==> config.mk <==
export PLATFORM = sky130hd
export DESIGN_NAME = score_to_state_encoder_flat
export DESIGN_NICKNAME = d
export VERILOG_FILES = /design/src/rtl/score_to_state_encoder_if.sv /design/src/rtl/score_to_state_encoder.sv /design/src/flat_wrapper.sv
export SDC_FILE = /design/constraint.sdc
export NUM_CORES = 1
export LEC_CHECK = 0
export ABC_AREA = 1
export BUFFER_PORTS_ARGS = -buffer_cell sky130_fd_sc_hd__buf_4
export CAP_MARGIN = 40
export CORE_ASPECT_RATIO = 0.5
export CORE_MARGIN = 2
export CORE_UTILIZATION = 50
export DETAILED_ROUTE_END_ITERATION = 8
export GPL_TIMING_DRIVEN = 1
export PLACE_DENSITY = 0.75
export SLEW_MARGIN = 20
export SYNTH_ARGS = -nofsm -noshare
export SYNTH_HDL_FRONTEND = slang
export SYNTH_SLANG_ARGS = --single-unit
==> constraint.sdc <==
create_clock -name clk -period 1.25 [get_ports clk]
set_input_delay 0.125 -clock clk [delete_from_list [all_inputs] [get_ports clk]]
set_output_delay 0.125 -clock clk [all_outputs]
set_load 0.005 [all_outputs]
==> src/rtl/score_to_state_encoder_if.sv <==
// score_to_state_encoder_if: handshake bundle between a tile-value producer/consumer and the encoder
//   in_valid/in_value/in_ready    : value offered to the encoder (transfer on valid && ready)
//   out_valid/out_ready           : result handshake (transfer on valid && ready)
//   out_state/out_error           : encoded exponent and "not a tile value" flag
//   master modport = environment side, slave modport = encoder side
interface score_to_state_encoder_if;
    logic        in_valid;
    logic [15:0] in_value;
    logic        in_ready;
    logic        out_valid;
    logic        out_ready;
    logic [3:0]  out_state;
    logic        out_error;
    modport master (
        output in_valid, in_value, out_ready,
        input  in_ready, out_valid, out_state, out_error
    );
    modport slave (
        input  in_valid, in_value, out_ready,
        output in_ready, out_valid, out_state, out_error
    );
endinterface

==> src/rtl/score_to_state_encoder.sv <==
// score_to_state_encoder: converts a tile value (0 or 2^k) to its exponent by scanning bits serially
//   clk    : clock, rising edge
//   rst    : synchronous reset, active low
//   io_bus : slave side of score_to_state_encoder_if (input handshake, result handshake, state/error)
module score_to_state_encoder (
    input  logic                           clk,
    input  logic                           rst,
    score_to_state_encoder_if.slave        io_bus
);
    typedef enum logic [1:0] {IDLE, SCAN, DONE} state_t;
    state_t      r_state, w_next;
    logic [15:0] r_sreg, w_sreg;
    logic [3:0]  r_cnt, w_cnt;
    logic        r_out_valid, w_out_valid;
    logic [3:0]  r_out_state, w_out_state;
    logic        r_out_error, w_out_error;
    logic        w_reject;
    // Reaching the lowest set bit ends the scan: extra bits above it, bit 0 (value 1)
    // or bit 15 (value 32768) are not valid tile values.
    assign w_reject = (r_sreg[15:1] != 15'd0) || (r_cnt == 4'd0) || (r_cnt == 4'd15);
    assign io_bus.in_ready  = (r_state == IDLE) && rst;
    assign io_bus.out_valid = r_out_valid;
    assign io_bus.out_state = r_out_state;
    assign io_bus.out_error = r_out_error;
    always_ff @(posedge clk) begin
        if (!rst) begin
            r_state     <= IDLE;
            r_sreg      <= 16'd0;
            r_cnt       <= 4'd0;
            r_out_valid <= 1'b0;
            r_out_state <= 4'd0;
            r_out_error <= 1'b0;
        end else begin
            r_state     <= w_next;
            r_sreg      <= w_sreg;
            r_cnt       <= w_cnt;
            r_out_valid <= w_out_valid;
            r_out_state <= w_out_state;
            r_out_error <= w_out_error;
        end
    end
    always_comb begin
        w_next      = r_state;
        w_sreg      = r_sreg;
        w_cnt       = r_cnt;
        w_out_valid = r_out_valid;
        w_out_state = r_out_state;
        w_out_error = r_out_error;
        case (r_state)
            IDLE: if (io_bus.in_valid) begin
                if (io_bus.in_value == 16'd0) begin
                    w_next      = DONE;
                    w_out_valid = 1'b1;
                    w_out_state = 4'd0;
                    w_out_error = 1'b0;
                end else begin
                    w_next = SCAN;
                    w_sreg = io_bus.in_value;
                    w_cnt  = 4'd0;
                end
            end
            SCAN: if (r_sreg[0]) begin
                w_next      = DONE;
                w_out_valid = 1'b1;
                w_out_error = w_reject;
                w_out_state = w_reject ? 4'd0 : r_cnt;
            end else begin
                w_sreg = r_sreg >> 1;
                w_cnt  = r_cnt + 4'd1;
            end
            DONE: if (io_bus.out_ready) begin
                w_next      = IDLE;
                w_out_valid = 1'b0;
            end
            default: w_next = IDLE;
        endcase
    end
endmodule
==> src/flat_wrapper.sv <==
// flat-port wrapper written by rule: the top's interface ports become plain ports
module score_to_state_encoder_flat 
  (clk, rst, io_bus_in_valid, io_bus_in_value, io_bus_out_ready, io_bus_in_ready, io_bus_out_valid, io_bus_out_state, io_bus_out_error);
  score_to_state_encoder_if io_bus_i ();
  input  logic clk;
  input  logic rst;
  input wire logic [$bits(io_bus_i.in_valid)-1:0] io_bus_in_valid;
  input wire logic [$bits(io_bus_i.in_value)-1:0] io_bus_in_value;
  input wire logic [$bits(io_bus_i.out_ready)-1:0] io_bus_out_ready;
  output wire logic [$bits(io_bus_i.in_ready)-1:0] io_bus_in_ready;
  output wire logic [$bits(io_bus_i.out_valid)-1:0] io_bus_out_valid;
  output wire logic [$bits(io_bus_i.out_state)-1:0] io_bus_out_state;
  output wire logic [$bits(io_bus_i.out_error)-1:0] io_bus_out_error;
  assign io_bus_i.in_valid = io_bus_in_valid;
  assign io_bus_i.in_value = io_bus_in_value;
  assign io_bus_i.out_ready = io_bus_out_ready;
  assign io_bus_in_ready = io_bus_i.in_ready;
  assign io_bus_out_valid = io_bus_i.out_valid;
  assign io_bus_out_state = io_bus_i.out_state;
  assign io_bus_out_error = io_bus_i.out_error;
  score_to_state_encoder u_core (.clk(clk), .rst(rst), .io_bus(io_bus_i));
endmodule
## Word level (Yosys, flattened, before mapping)

Index checks and enable logic that the tools add are counted.

| storage, ports and cells | value |
|---|---|
| register bits after elaboration | 28 |
| logic and storage cells | 58 |
| input port bits | 20 |
| latch bits | 0 |
| bits in writable memories | 0 |
| memories kept | 0 |
| bits in read-only memories | 0 |
| output and inout bits | 7 |

| operators by class | value |
|---|---|
| shift-type cells | 0 |
| order comparisons | 0 |
| reduce and logical (&&, ||, !) cells | 14 |
| div/mod/pow operators | 0 |
| multipliers | 0 |
| add/sub/neg operators | 1 |
| equality and inequality tests | 9 |
| bitwise operators | 0 |
| muxes and demuxes | 27 |

Operators by type and width:

| operator | count |
|---|---|
| 2-to-1 mux 16 bit | 3 |
| case mux 16 bit (2 select lines) | 1 |
| 2-to-1 mux 4 bit | 7 |
| logical NOT 16 bit | 1 |
| case mux 4 bit (2 select lines) | 2 |
| nonzero test 15 bit | 1 |
| != test 2 bit, second input constant | 5 |
| 2-to-1 mux 2 bit | 4 |
| AND reduction 4 bit | 2 |
| 2-to-1 mux 1 bit | 7 |
| case mux 2 bit (3 select lines) | 1 |
| AND reduction 3 bit | 2 |
| AND reduction 5 bit | 1 |
| adder 4 x 1 -> 4 bit, second input constant | 1 |
| equality test 4 bit, second input constant | 1 |
| logical NOT 4 bit | 1 |
| case mux 1 bit (3 select lines) | 1 |
| nonzero test 3 bit | 1 |
| equality test 2 x 1 -> 1 bit, second input constant | 1 |
| equality test 2 bit, second input constant | 1 |
| logical NOT 2 bit | 1 |
| logical OR 1 bit | 2 |
| != test 2 x 1 -> 1 bit, second input constant | 1 |
| case mux 1 bit (2 select lines) | 1 |
| 2 further kinds | 2 |

## Depth between registers and ports, before layout

| depth | value |
|---|---|
| depth in word-level cells | 6 |
| mapped depth | 10 |
| depth with buffers taken out | 10 |

## Worst setup path before layout

Ideal clock, no wire load.

| timing path | value |
|---|---|
| kind | register -> register |
| from | register u_core.r_state[0] |
| to | register u_core.r_sreg[10] |
| library setup time | 113 ps |
| setup slack | -48 ps |
| cell stages (with the launch flop) | 10 |
| period minus slack after synthesis | 1298 ps |
| data required time | 1137 ps |
| data arrival time | 1185 ps |
| buffers on the path | 2 |
| path through | dfxtp_1 nand2_4 inv_4 nand2_2 o21ai_2 nand2_2 buf_6 buf_8 o21ai_1 nor2_1 |

| on the way | value |
|---|---|
| longest elaborated chain between the ends | 3 |
| elaborated cells between the ends (all ways) | 8 |
| those cells by class | eq/ne (4); mux (1); reduce/logical (3) |

Ends and longest elaborated chain:

| element | RTL line | RTL |
|---|---|---|
| start: declaration | score_to_state_encoder.sv:11 | `state_t r_state, w_next;` |
| start signal: assignment | score_to_state_encoder.sv:34 | `r_state <= w_next;` |
| equality test 2 x 1 -> 1 bit / logical NOT 2 bit (equally long branches) | score_to_state_encoder.sv:49 | `case (r_state)` |
| != test 2 bit (no line) / nonzero test 2 bit (equally long branches) | -- |  |
| AND reduction 4 bit (no line) | -- |  |
| end signal: assignment | score_to_state_encoder.sv:35 | `r_sreg <= w_sreg;` |
| end: declaration | score_to_state_encoder.sv:12 | `logic [15:0] r_sreg, w_sreg;` |

Parallel ways exist; a longest one is shown, timed or not.
A chain may end at the register's enable or synchronous reset.

## Worst setup path after layout

| timing path | value |
|---|---|
| from | register u_core.r_state[1] |
| to | register u_core.r_cnt[1] |

| on the way | value |
|---|---|
| longest elaborated chain between the ends | 3 |
| elaborated cells between the ends (all ways) | 8 |
| those cells by class | eq/ne (4); mux (1); reduce/logical (3) |

Ends and longest elaborated chain:

| element | RTL line | RTL |
|---|---|---|
| equality test 2 x 1 -> 1 bit / logical NOT 2 bit (equally long branches) | score_to_state_encoder.sv:49 |  |
| != test 2 bit (no line) / nonzero test 2 bit (equally long branches) | -- |  |
| AND reduction 4 bit (no line) | -- |  |
| end signal: assignment | score_to_state_encoder.sv:36 | `r_cnt <= w_cnt;` |
| end: declaration | score_to_state_encoder.sv:13 | `logic [3:0] r_cnt, w_cnt;` |

Parallel ways exist; a longest one is shown, timed or not.

==> flow_metrics.env <==
export IMPL_synth_top_area_share_pct=35.2
export IMPL_wirelength_um=4230
export IMPL_first_global_vias=1571
export IMPL_hold_violations=0
export IMPL_num_vias=1753
export IMPL_power_leakage_nw=1.05
export IMPL_power_mw=3.16
export IMPL_critPathMaxFanout=4
export IMPL_wl_per_cell_um=12.0
export IMPL_seq_area_frac_synth_pct=35.2
export IMPL_antenna_found_initial=0
export IMPL_stdcell_count=352
export IMPL_routabilityCongestion=0.848
export IMPL_relSlewSlack_pct=79.9
export IMPL_rsz0062_at_grt="true"
export IMPL_hp_class="primary input to flop"
export IMPL_clkSinkCount=28
export IMPL_top_layer="met4"
export IMPL_crit_arrival_ns=1.48
export IMPL_status="finished with violations"
export IMPL_io_pins=27
export IMPL_cts_root_buf="clkbuf_8"
export IMPL_wl_met1_um=1930
export IMPL_critPathKind="flop to flop"
export IMPL_final_core_util_pct=74.6
export IMPL_netlist_top_cells_area="dfxtp_1, nor2_1, nand2_1"
export IMPL_synth_area_sq_um=1590
export IMPL_clk_pin_slew_worst_paths_ns=0.10
export IMPL_avgSynthCellArea_sq_um=6.16
export IMPL_finalInstanceArea_sq_um=2250
export IMPL_fmax_mhz=769
export IMPL_async_reset_ff_share_pct=0
export IMPL_firstDrtPassIters=4
export IMPL_timing_critical_path_cells="inv_2 > nand2_4 > inv_6 > nand2_4 > o21ai_4 > nand2_4 > buf_4 > o21ai_2 > nor2_1"
export IMPL_slew_violations=0
export IMPL_tns_ns=-0.370
export IMPL_cts_tree="yes"
export IMPL_yosysMostFrequentCell="nor2_1"
export IMPL_synthToLayoutAreaGrowth_pct=41.3
export IMPL_p_per_area_nw_per_um2=1410
export IMPL_maxCapViolCount=0
export IMPL_yosysWarningCount=0
export IMPL_grt_pass1_wl_um=6960
export IMPL_nFillCells=244
export IMPL_routed_wl_met3_um=227
export IMPL_start_kind="flop"
export IMPL_dieWidth_um=83.8
export IMPL_die_area_sq_um=3680
export IMPL_antenna_left=0
export IMPL_rows=14
export IMPL_pre_cts_ws_ns=-0.113
export IMPL_cp_common_cell="nand2_4"
export IMPL_irDropWorstVdd_uv=814
export IMPL_synthTopCellsByCount="nor2_1, nand2_1, dfxtp_1"
export IMPL_synth_largest_area_cell="dfxtp_1"
export IMPL_grt_use_total_pct=23.9
export IMPL_place_area_sq_um=2030
export IMPL_slowest_delay_ns=0.38
export IMPL_end_kind="flop"
export IMPL_drive_gt1_share_pct=36.2
export IMPL_dp_cells=346
export IMPL_min_period_ns=1.30
export IMPL_wl_met2_um=2050
export IMPL_ys_types=23
export IMPL_clk_latency_ns=0.28
export IMPL_diodes=0
export IMPL_violations="setup timing"
export IMPL_worst_slack_ns=-0.0501
export IMPL_dp_final_hpwl_um=2950
export IMPL_max_slew_worst_pin_slew_ns=0.299
export IMPL_start_util_pct=52.8
export IMPL_grt_start_max_net_pins=23
export IMPL_nets=335
export IMPL_rrSetupSlack_ns=-0.05
export IMPL_whs_ns=0.0975
export IMPL_crit_path_top_delay_cell="dfxtp_4"
export IMPL_synth_edff_count=0
export IMPL_grt_remaining_overflow=0
export IMPL_required_ns=1.43
export IMPL_cts_buffer_depth=2
export IMPL_period_share_pct=104
export IMPL_synth_cells=258
export IMPL_drt_iter0_markers=77
export IMPL_cts_buffers_inserted=3
export IMPL_drc_errors=0
export IMPL_synth_seq_cells=28
export IMPL_dieHeight_um=43.9
export IMPL_syn_num_nets=280
export IMPL_ys_flop_type="dfxtp_1"
export IMPL_htree_levels=1
export IMPL_fin_worst_skew_ns=0.00230
export IMPL_core_area_sq_um=3010
export IMPL_setup_viol=19
export IMPL_io_buffer_count=26
export IMPL_vias_per_cell=4.98
[critical path, delay by kind of cell (launching register included)]
kind                   cells  cell delay, ns
DFF                        1            0.38
buffers and inverters      3            0.33
AOI/OAI and AO/OA          2            0.20
and+or+nand+nor            4            0.28
[sequential cells by signal (all words and copies together) (netlist names)]
signal,flops
u_core.r_sreg,16
u_core.r_cnt,4
u_core.io_bus.out_state,4
u_core.r_state,2
u_core.io_bus.out_error,1
u_core.io_bus.out_valid,1
[where the power goes]
| part | switching, mW | internal [mW] |
|---|---|---|
| Combinational | 0.697 | 0.560 |
| Sequential | 0.125 | 1.05 |
| Clock | 0.304 | 0.430 |
| Total | 1.13 | 2.04 |
[worst paths after layout]
kind	start	to	depth (start not counted)
max reg2reg	u_core.r_state[1]	u_core.r_cnt[1]	9
max	u_core.r_state[1]	u_core.r_cnt[1]	9
min	io_bus_out_ready	u_core.r_state[1]	4
min reg2reg	u_core.r_sreg[13]	u_core.r_sreg[13]	2
[cell usage in the layout, fill, tap and decap left out, types with 2 or more instances in the layout]
| cell | n |
|---|---|
| nand2_1 | 54 |
| dfxtp_4 | 3 |
| dfxtp_2 | 5 |
| o21ai_1 | 8 |
| nand2_4 | 3 |
| ha_2 | 2 |
| nand3_1 | 10 |
| inv_2 | 5 |
| clkbuf_8 | 3 |
| inv_1 | 14 |
| nand2_2 | 5 |
| dfxtp_1 | 20 |
| a21oi_1 | 5 |
| buf_6 | 3 |
| nor2_1 | 70 |
| nor2_2 | 7 |
| o21ai_0 | 13 |
| a21oi_2 | 2 |
| o21ai_2 | 10 |
| buf_4 | 56 |
| nand4_1 | 3 |
[cells by family (layout without fill, tap and decap cells)]
kind of cell	after synthesis	after routing	share of synthesized area, %
buffers and inverters	30	84	8.89
flip-flops	28	28	35.2
adder cells (fa/ha/maj)	2	2	1.57
AND/OR/NAND/NOR	157	157	40.4
AO/OA/AOI/OAI	41	41	13.9
[what timing repair did]
item | in CTS | in global routing
setup buffers | 1 | 1
resized for setup | 14 | 40
hold buffers | 0 | 0
setup endpoints to repair | 22 | 27
pin swaps | 2 | 6
[area by class of cell]
| type | count | area [sq um] | area share, % |
|---|---|---|---|
| Multi-Input combinational cell | 200 | 1010 | 44.8 |
| Sequential cell | 28 | 578 | 25.7 |
| Timing Repair Buffer | 59 | 454 | 20.2 |
| Inverter | 21 | 86.3 | 3.84 |
| Tap cell | 40 | 50.0 | 2.23 |
| Clock buffer | 3 | 41.3 | 1.84 |
| Clock inverter | 1 | 30.0 | 1.34 |
[routing by layer]
metal	vias up	GRT usage (%)
met1	784	30.6
li1	921	-
met2	44	43.2
met4	0	3.55
met3	4	5.33
met5	-	0
(Power assumes the default switching activity.)
